==> config.mk <==
export PLATFORM = sky130hd
export DESIGN_NAME = id_stage_flat
export DESIGN_NICKNAME = d
export VERILOG_FILES = /design/src/rtl/id_stage_if.sv /design/src/rtl/id_stage.sv /design/src/flat_wrapper.sv
export SDC_FILE = /design/constraint.sdc
export NUM_CORES = 2
export LEC_CHECK = 0
export CAP_MARGIN = 5
export CORE_MARGIN = 5
export CORE_UTILIZATION = 34
export DETAILED_ROUTE_END_ITERATION = 10
export GPL_TIMING_DRIVEN = 0
export MAX_ROUTING_LAYER = met4
export PLACE_DENSITY = 0.52
export SETUP_SLACK_MARGIN = 0.5
export SYNTH_ARGS = -nofsm -noshare
export SYNTH_HDL_FRONTEND = slang
export SYNTH_SLANG_ARGS = --single-unit
export TNS_END_PERCENT = 100
==> constraint.sdc <==
create_clock -name clk -period 107.3 [get_ports clk]
set_input_delay 21.46 -clock clk [delete_from_list [all_inputs] [get_ports clk]]
set_output_delay 21.46 -clock clk [all_outputs]
set_load 0.005 [all_outputs]
==> src/rtl/id_stage_if.sv <==
// Fetch-to-decode, write-back and ID/EX boundary signals of the decode stage.
interface id_stage_if #(
  parameter int XLEN = 32
);
  logic            if_valid;
  logic [XLEN-1:0] pc_in;
  logic [31:0]     instr_in;
  logic            stall;
  logic            flush;
  logic            wb_en;
  logic [4:0]      wb_rd;
  logic [XLEN-1:0] wb_data;

  logic            id_valid;
  logic [XLEN-1:0] id_pc;
  logic [XLEN-1:0] rs1_data;
  logic [XLEN-1:0] rs2_data;
  logic [XLEN-1:0] imm;
  logic [4:0]      rd;
  logic [4:0]      rs1;
  logic [4:0]      rs2;
  logic [6:0]      opcode;
  logic [2:0]      funct3;
  logic            funct7b5;
  logic            reg_write;
  logic            mem_read;
  logic            mem_write;
  logic            illegal;

  modport master (
    output if_valid, pc_in, instr_in, stall, flush, wb_en, wb_rd, wb_data,
    input  id_valid, id_pc, rs1_data, rs2_data, imm, rd, rs1, rs2, opcode,
           funct3, funct7b5, reg_write, mem_read, mem_write, illegal
  );

  modport slave (
    input  if_valid, pc_in, instr_in, stall, flush, wb_en, wb_rd, wb_data,
    output id_valid, id_pc, rs1_data, rs2_data, imm, rd, rs1, rs2, opcode,
           funct3, funct7b5, reg_write, mem_read, mem_write, illegal
  );
endinterface

==> src/rtl/id_stage.sv <==
// RV32I instruction-decode stage: register file, decoder, immediate generator
// and the ID/EX pipeline register with stall, flush and write-back bypass.
module id_stage #(
  parameter int XLEN  = 32,
  parameter int NREGS = 32
) (
  input  logic       clk,
  input  logic       reset,
  id_stage_if.slave  bus
);

  localparam logic [6:0] OP_LOAD   = 7'b0000011;
  localparam logic [6:0] OP_IMM    = 7'b0010011;
  localparam logic [6:0] OP_AUIPC  = 7'b0010111;
  localparam logic [6:0] OP_STORE  = 7'b0100011;
  localparam logic [6:0] OP_REG    = 7'b0110011;
  localparam logic [6:0] OP_LUI    = 7'b0110111;
  localparam logic [6:0] OP_BRANCH = 7'b1100011;
  localparam logic [6:0] OP_JALR   = 7'b1100111;
  localparam logic [6:0] OP_JAL    = 7'b1101111;

  logic [XLEN-1:0] regs_r [NREGS];

  logic [31:0]     ins_s;
  logic [6:0]      opcode_s;
  logic [4:0]      rd_s;
  logic [4:0]      rs1_s;
  logic [4:0]      rs2_s;
  logic [2:0]      funct3_s;
  logic            funct7b5_s;
  logic [XLEN-1:0] imm_s;
  logic            writes_rd_s;
  logic            reg_write_s;
  logic            mem_read_s;
  logic            mem_write_s;
  logic            illegal_s;
  logic            wb_write_s;
  logic [XLEN-1:0] rs1_val_s;
  logic [XLEN-1:0] rs2_val_s;

  logic            id_valid_r;
  logic [XLEN-1:0] id_pc_r;
  logic [XLEN-1:0] rs1_data_r;
  logic [XLEN-1:0] rs2_data_r;
  logic [XLEN-1:0] imm_r;
  logic [4:0]      rd_r;
  logic [4:0]      rs1_r;
  logic [4:0]      rs2_r;
  logic [6:0]      opcode_r;
  logic [2:0]      funct3_r;
  logic            funct7b5_r;
  logic            reg_write_r;
  logic            mem_read_r;
  logic            mem_write_r;
  logic            illegal_r;

  assign ins_s      = bus.instr_in;
  assign opcode_s   = ins_s[6:0];
  assign rd_s       = ins_s[11:7];
  assign funct3_s   = ins_s[14:12];
  assign rs1_s      = ins_s[19:15];
  assign rs2_s      = ins_s[24:20];
  assign funct7b5_s = ins_s[30];
  assign wb_write_s = bus.wb_en && (bus.wb_rd != 5'd0);

  // Opcode decode: immediate format and control bits.
  always_comb begin
    imm_s       = '0;
    writes_rd_s = 1'b0;
    mem_read_s  = 1'b0;
    mem_write_s = 1'b0;
    illegal_s   = 1'b0;
    case (opcode_s)
      OP_LOAD: begin
        imm_s       = {{20{ins_s[31]}}, ins_s[31:20]};
        writes_rd_s = 1'b1;
        mem_read_s  = 1'b1;
      end
      OP_IMM, OP_JALR: begin
        imm_s       = {{20{ins_s[31]}}, ins_s[31:20]};
        writes_rd_s = 1'b1;
      end
      OP_STORE: begin
        imm_s       = {{20{ins_s[31]}}, ins_s[31:25], ins_s[11:7]};
        mem_write_s = 1'b1;
      end
      OP_BRANCH: begin
        imm_s = {{19{ins_s[31]}}, ins_s[31], ins_s[7], ins_s[30:25], ins_s[11:8], 1'b0};
      end
      OP_LUI, OP_AUIPC: begin
        imm_s       = {ins_s[31:12], 12'h000};
        writes_rd_s = 1'b1;
      end
      OP_JAL: begin
        imm_s       = {{11{ins_s[31]}}, ins_s[31], ins_s[19:12], ins_s[20], ins_s[30:21], 1'b0};
        writes_rd_s = 1'b1;
      end
      OP_REG: begin
        writes_rd_s = 1'b1;
      end
      default: begin
        illegal_s = 1'b1;
      end
    endcase
    reg_write_s = writes_rd_s && (rd_s != 5'd0);
  end

  // Operand read with write-first bypass from the same-cycle write-back.
  always_comb begin
    if (rs1_s == 5'd0) begin
      rs1_val_s = '0;
    end else if (wb_write_s && (bus.wb_rd == rs1_s)) begin
      rs1_val_s = bus.wb_data;
    end else begin
      rs1_val_s = regs_r[rs1_s];
    end
    if (rs2_s == 5'd0) begin
      rs2_val_s = '0;
    end else if (wb_write_s && (bus.wb_rd == rs2_s)) begin
      rs2_val_s = bus.wb_data;
    end else begin
      rs2_val_s = regs_r[rs2_s];
    end
  end

  // Register file write port; x0 is never written so it stays zero.
  always_ff @(posedge clk or posedge reset) begin
    if (reset) begin
      for (int i = 0; i < NREGS; i++) begin
        regs_r[i] <= '0;
      end
    end else if (wb_write_s) begin
      regs_r[bus.wb_rd] <= bus.wb_data;
    end
  end

  // ID/EX boundary register: flush beats stall beats load.
  always_ff @(posedge clk or posedge reset) begin
    if (reset) begin
      id_valid_r  <= 1'b0;
      id_pc_r     <= '0;
      rs1_data_r  <= '0;
      rs2_data_r  <= '0;
      imm_r       <= '0;
      rd_r        <= 5'd0;
      rs1_r       <= 5'd0;
      rs2_r       <= 5'd0;
      opcode_r    <= 7'd0;
      funct3_r    <= 3'd0;
      funct7b5_r  <= 1'b0;
      reg_write_r <= 1'b0;
      mem_read_r  <= 1'b0;
      mem_write_r <= 1'b0;
      illegal_r   <= 1'b0;
    end else if (bus.flush) begin
      id_valid_r  <= 1'b0;
      reg_write_r <= 1'b0;
      mem_read_r  <= 1'b0;
      mem_write_r <= 1'b0;
      illegal_r   <= 1'b0;
    end else if (bus.stall) begin
      // A held instruction must not keep a stale operand that write-back just produced.
      if (wb_write_s && (bus.wb_rd == rs1_r)) begin
        rs1_data_r <= bus.wb_data;
      end
      if (wb_write_s && (bus.wb_rd == rs2_r)) begin
        rs2_data_r <= bus.wb_data;
      end
    end else begin
      id_valid_r  <= bus.if_valid;
      id_pc_r     <= bus.pc_in;
      rs1_data_r  <= rs1_val_s;
      rs2_data_r  <= rs2_val_s;
      imm_r       <= imm_s;
      rd_r        <= rd_s;
      rs1_r       <= rs1_s;
      rs2_r       <= rs2_s;
      opcode_r    <= opcode_s;
      funct3_r    <= funct3_s;
      funct7b5_r  <= funct7b5_s;
      reg_write_r <= bus.if_valid && reg_write_s;
      mem_read_r  <= bus.if_valid && mem_read_s;
      mem_write_r <= bus.if_valid && mem_write_s;
      illegal_r   <= bus.if_valid && illegal_s;
    end
  end

  assign bus.id_valid  = id_valid_r;
  assign bus.id_pc     = id_pc_r;
  assign bus.rs1_data  = rs1_data_r;
  assign bus.rs2_data  = rs2_data_r;
  assign bus.imm       = imm_r;
  assign bus.rd        = rd_r;
  assign bus.rs1       = rs1_r;
  assign bus.rs2       = rs2_r;
  assign bus.opcode    = opcode_r;
  assign bus.funct3    = funct3_r;
  assign bus.funct7b5  = funct7b5_r;
  assign bus.reg_write = reg_write_r;
  assign bus.mem_read  = mem_read_r;
  assign bus.mem_write = mem_write_r;
  assign bus.illegal   = illegal_r;

endmodule

==> src/flat_wrapper.sv <==
// flat-port wrapper written by rule: the top's interface ports become plain ports
module id_stage_flat 
#(
  parameter int XLEN  = 32,
  parameter int NREGS = 32
)
  (clk, reset, bus_if_valid, bus_pc_in, bus_instr_in, bus_stall, bus_flush, bus_wb_en, bus_wb_rd, bus_wb_data, bus_id_valid, bus_id_pc, bus_rs1_data, bus_rs2_data, bus_imm, bus_rd, bus_rs1, bus_rs2, bus_opcode, bus_funct3, bus_funct7b5, bus_reg_write, bus_mem_read, bus_mem_write, bus_illegal);
  id_stage_if #(.XLEN(XLEN)) bus_i ();
  input  logic clk;
  input  logic reset;
  input wire logic [$bits(bus_i.if_valid)-1:0] bus_if_valid;
  input wire logic [$bits(bus_i.pc_in)-1:0] bus_pc_in;
  input wire logic [$bits(bus_i.instr_in)-1:0] bus_instr_in;
  input wire logic [$bits(bus_i.stall)-1:0] bus_stall;
  input wire logic [$bits(bus_i.flush)-1:0] bus_flush;
  input wire logic [$bits(bus_i.wb_en)-1:0] bus_wb_en;
  input wire logic [$bits(bus_i.wb_rd)-1:0] bus_wb_rd;
  input wire logic [$bits(bus_i.wb_data)-1:0] bus_wb_data;
  output wire logic [$bits(bus_i.id_valid)-1:0] bus_id_valid;
  output wire logic [$bits(bus_i.id_pc)-1:0] bus_id_pc;
  output wire logic [$bits(bus_i.rs1_data)-1:0] bus_rs1_data;
  output wire logic [$bits(bus_i.rs2_data)-1:0] bus_rs2_data;
  output wire logic [$bits(bus_i.imm)-1:0] bus_imm;
  output wire logic [$bits(bus_i.rd)-1:0] bus_rd;
  output wire logic [$bits(bus_i.rs1)-1:0] bus_rs1;
  output wire logic [$bits(bus_i.rs2)-1:0] bus_rs2;
  output wire logic [$bits(bus_i.opcode)-1:0] bus_opcode;
  output wire logic [$bits(bus_i.funct3)-1:0] bus_funct3;
  output wire logic [$bits(bus_i.funct7b5)-1:0] bus_funct7b5;
  output wire logic [$bits(bus_i.reg_write)-1:0] bus_reg_write;
  output wire logic [$bits(bus_i.mem_read)-1:0] bus_mem_read;
  output wire logic [$bits(bus_i.mem_write)-1:0] bus_mem_write;
  output wire logic [$bits(bus_i.illegal)-1:0] bus_illegal;
  assign bus_i.if_valid = bus_if_valid;
  assign bus_i.pc_in = bus_pc_in;
  assign bus_i.instr_in = bus_instr_in;
  assign bus_i.stall = bus_stall;
  assign bus_i.flush = bus_flush;
  assign bus_i.wb_en = bus_wb_en;
  assign bus_i.wb_rd = bus_wb_rd;
  assign bus_i.wb_data = bus_wb_data;
  assign bus_id_valid = bus_i.id_valid;
  assign bus_id_pc = bus_i.id_pc;
  assign bus_rs1_data = bus_i.rs1_data;
  assign bus_rs2_data = bus_i.rs2_data;
  assign bus_imm = bus_i.imm;
  assign bus_rd = bus_i.rd;
  assign bus_rs1 = bus_i.rs1;
  assign bus_rs2 = bus_i.rs2;
  assign bus_opcode = bus_i.opcode;
  assign bus_funct3 = bus_i.funct3;
  assign bus_funct7b5 = bus_i.funct7b5;
  assign bus_reg_write = bus_i.reg_write;
  assign bus_mem_read = bus_i.mem_read;
  assign bus_mem_write = bus_i.mem_write;
  assign bus_illegal = bus_i.illegal;
  id_stage #(.XLEN(XLEN), .NREGS(NREGS)) u_core (.clk(clk), .reset(reset), .bus(bus_i));
endmodule
==> flow_summary.json <==
{
  "syn_inst": 4463,
  "met3_usage": 0.0963,
  "yosysTopAreaCell": "dfrtp_1",
  "crit_type": "input port to register",
  "peakVddDrop_mv": 0.0124,
  "yosys-top-cells-area": "dfrtp_1, mux2_2, mux4_2",
  "grt_pass1_vias": 46100,
  "antenna_left": 0,
  "cp.required_ns": 108.01,
  "grt_pass1_wl_um": 409000,
  "final_cell_area_um2": 72300,
  "avgSynthCellArea_um2": 13.8,
  "place_area_um2": 67700,
  "use_met1": 0.397,
  "vias_per_cell": 6.38,
  "nFillCells": 17200,
  "drc": 0,
  "rsz0062_at_grt": "no",
  "outcome": "finished with violations",
  "postCtsSetupRepairBufs": 0,
  "max_cap_violations": 13,
  "vias": 47100,
  "crit_fanout": 10,
  "grt_max_degree": 125,
  "numCtsBuffers": 141,
  "num_rows": 156,
  "clock-sinks": 1183,
  "nets": 4997,
  "cts_tree": "yes",
  "dp_hpwl_um": 215000,
  "drt_iter0_drc": 6142,
  "core_area_um2": 180000,
  "place_congestion": 1.05,
  "h-tree-depth": 4,
  "clock_skew_ns": 0.0415,
  "p_leak_uw": 0.0308,
  "ys_ff_latch": 1183,
  "min_path_type": "register to register",
  "syn-num-nets": 4570,
  "boundaryPins": 266,
  "finalMaxSlewViolations": 110,
  "hold_depth": 2,
  "synth-edff-count": 0,
  "arrival_ns": 26.28,
  "worst_setup_path_start_kind": "input port",
  "yosys.area.top_type_share": 0.481,
  "top_usage_layer": "met2",
  "drt_first_pass_iters": 6,
  "io_buffers": 258,
  "areaGrowthSynthToFinish_pct": 17.5,
  "violations": "max-capacitance violations, max-slew violations",
  "postCtsHoldBufs": 0,
  "setup_viol": 0,
  "netlist_area_um2": 61600,
  "initial_core_util": 0.341,
  "async_flop_share": 1.00,
  "fin_setup_tns_ns": 0,
  "power.density_nw_per_um2": 19.1,
  "synthDistinctLibCells": 63,
  "grt_usage": 0.325,
  "met2_usage": 0.453,
  "clk_latency_ns": 0.82,
  "synth_seq_area_share": 0.481,
  "worstSetupEndpointType": "register",
  "reg2regPathDepth": 6,
  "chipWidth_um": 436,
  "routed_wl_um": 306000,
  "path_clk_slew_ns": 0.07,
  "wl_per_cell_um": 41.4,
  "cts_buffer_depth": 3,
  "synthFlopType": "dfrtp_1",
  "fmax_mhz": 39.1,
  "fin_crit_ns": 25.57,
  "grt-ovfl-total": 0,
  "antenna_found_initial": 14,
  "tightest_slew_ns": 1.55,
  "slew_headroom": -0.0340,
  "ys_warn_count": 0,
  "cts-root-buf": "clkbuf_16",
  "hold_violations": 0,
  "dieArea_um2": 190000,
  "ctsResizeCount": 0,
  "layout-drive-gt1-share": 0.375,
  "fin_crit_sh": 0.238,
  "die_h_um": 436
}
==> cell type report <==
class	count	area (um^2)	area share
Timing Repair Buffer	284	3070	0.0424
Tap cell	2370	2970	0.0410
Sequential cell	1183	29600	0.409
Multi-Input combinational cell	2733	29500	0.408
Clock inverter	42	480	0.00664
Clock buffer	205	4120	0.0569
Buffer	495	2290	0.0317
Inverter	52	203	0.00280
Antenna cell	26	65.1	0.000900
==> where the power goes <==
| part | switching (uW) | total (uW) | internal [uW] |
|---|---|---|---|
| Clock | 206 | 493 | 287 |
| Sequential | 66.6 | 594 | 527 |
| Combinational | 140 | 294 | 153 |
==> worst paths after layout <==
path / start / to / slack, ns
max in group asynchronous: reset / u_core.regs_r[855]$_DFFE_PP0P_ / 84.10
min in group asynchronous: reset / u_core.bus.id_pc[20]$_DFFE_PP0P_ / 21.11
hold reg to reg: u_core.bus.imm[9]$_DFFE_PP0P_ / u_core.bus.imm[9]$_DFFE_PP0P_ / 0.47
hold / removal: u_core.bus.imm[9]$_DFFE_PP0P_ / u_core.bus.imm[9]$_DFFE_PP0P_ / 0.47
setup / recovery: bus_instr_in[23] / u_core.bus.rs2_data[25]$_DFFE_PP0P_ / 81.73
setup reg to reg: u_core.bus.rs1[3]$_DFFE_PP0P_ / u_core.bus.rs1_data[1]$_DFFE_PP0P_ / 103.72
==> stage by stage <==
step	power (uW)	setup WS (ns)	hold WS, ns	cells	util
5_1_grt	1420	81.96	0.493	7376	0.401
6_report	1380	81.73	0.472	7390	0.401
2_1_floorplan	764	52.52	0.441	4463	-
3_3_place_gp	878	36.78	0.450	7091	0.372
4_1_cts	1380	82.07	0.477	7364	0.401
3_5_place_dp	886	81.24	0.464	7117	0.375
==> layer usage <==
metal,part of all wire,up-vias
met3,0.10,913
met1,0.38,25200
met5,0,-
met2,0.43,3026
li1,-,18000
met4,0.088,0
==> critical path, stage by stage <==
cell	delay [ns]
clkdlybuf4s50_1	0.72
buf_2	0.49
nor2b_1	0.20
buf_2	0.45
buf_2	0.66
buf_1	1.15
a22oi_1	0.34
nand4_1	0.25
a21oi_1	0.18
a221oi_1	0.34
==> flip-flops by register name (all words and copies together) (netlist names), 3 cells and up <==
| name | count |
|---|---|
| u_core.bus.funct3 | 3 |
| u_core.bus.id_pc | 32 |
| u_core.bus.imm | 32 |
| u_core.bus.opcode | 7 |
| u_core.bus.rd | 5 |
| u_core.bus.rs1 | 5 |
| u_core.bus.rs1_data | 32 |
| u_core.bus.rs2 | 5 |
| u_core.bus.rs2_data | 32 |
| u_core.regs_r | 1024 |
==> kinds of logic (layout without fill, tap and decap cells) <==
family / after synthesis / after routing / share of synthesized area
AND/OR/NAND/NOR: 528 / 528 / 0.0389
flip-flops: 1183 / 1183 / 0.481
AO/OA/AOI/OAI: 553 / 553 / 0.0727
multiplexers: 1632 / 1632 / 0.365
buffers and inverters: 547 / 1078 / 0.0400
other: 0 / 26 / 0
XOR/XNOR: 20 / 20 / 0.00285
==> synthesized netlist by cell type, drive strengths merged, types with 19 or more instances <==
master and number:
inv 52, mux2 1056, clkbuf 295, a221oi 72, a2111oi 57, a2bb2oi 23, dfrtp 1183, nand3 48
a22oi 95, nand4 54, a21oi 52, and2 19, o22a 43, buf 200, nor2 52, mux2i 192
a2111o 34, o22ai 44, a22o 53, nand2 307, mux4 384
==> layout by cell type (no fill, tap or decap), types with 19 or more instances in the layout <==
cell             netlist  layout
a2111o_1              34      34
a2111oi_0             56      51
a21oi_1               52      52
a221oi_1              60      60
a22o_1                53      53
a22oi_1               95      95
a2bb2oi_1             23      23
and2_1                19      19
buf_1                 57      53
buf_2                 81      88
buf_4                 43      44
buf_6                 19      20
clkbuf_1             294     311
clkbuf_16              0     146
clkbuf_2               1      20
clkbuf_8               0      24
clkdlybuf4s50_1        0     258
clkinv_2               0      26
dfrtp_1             1183    1183
diode_2                0      26
inv_1                 52      51
mux2_2              1056    1056
mux2i_1              192     192
mux4_2               384     384
nand2_1              307     307
nand3_1               48      48
nand4_1               54      54
nor2_1                52      50
o22a_1                43      43
o22ai_1               44      44
Power figures use the tool's default switching activity.
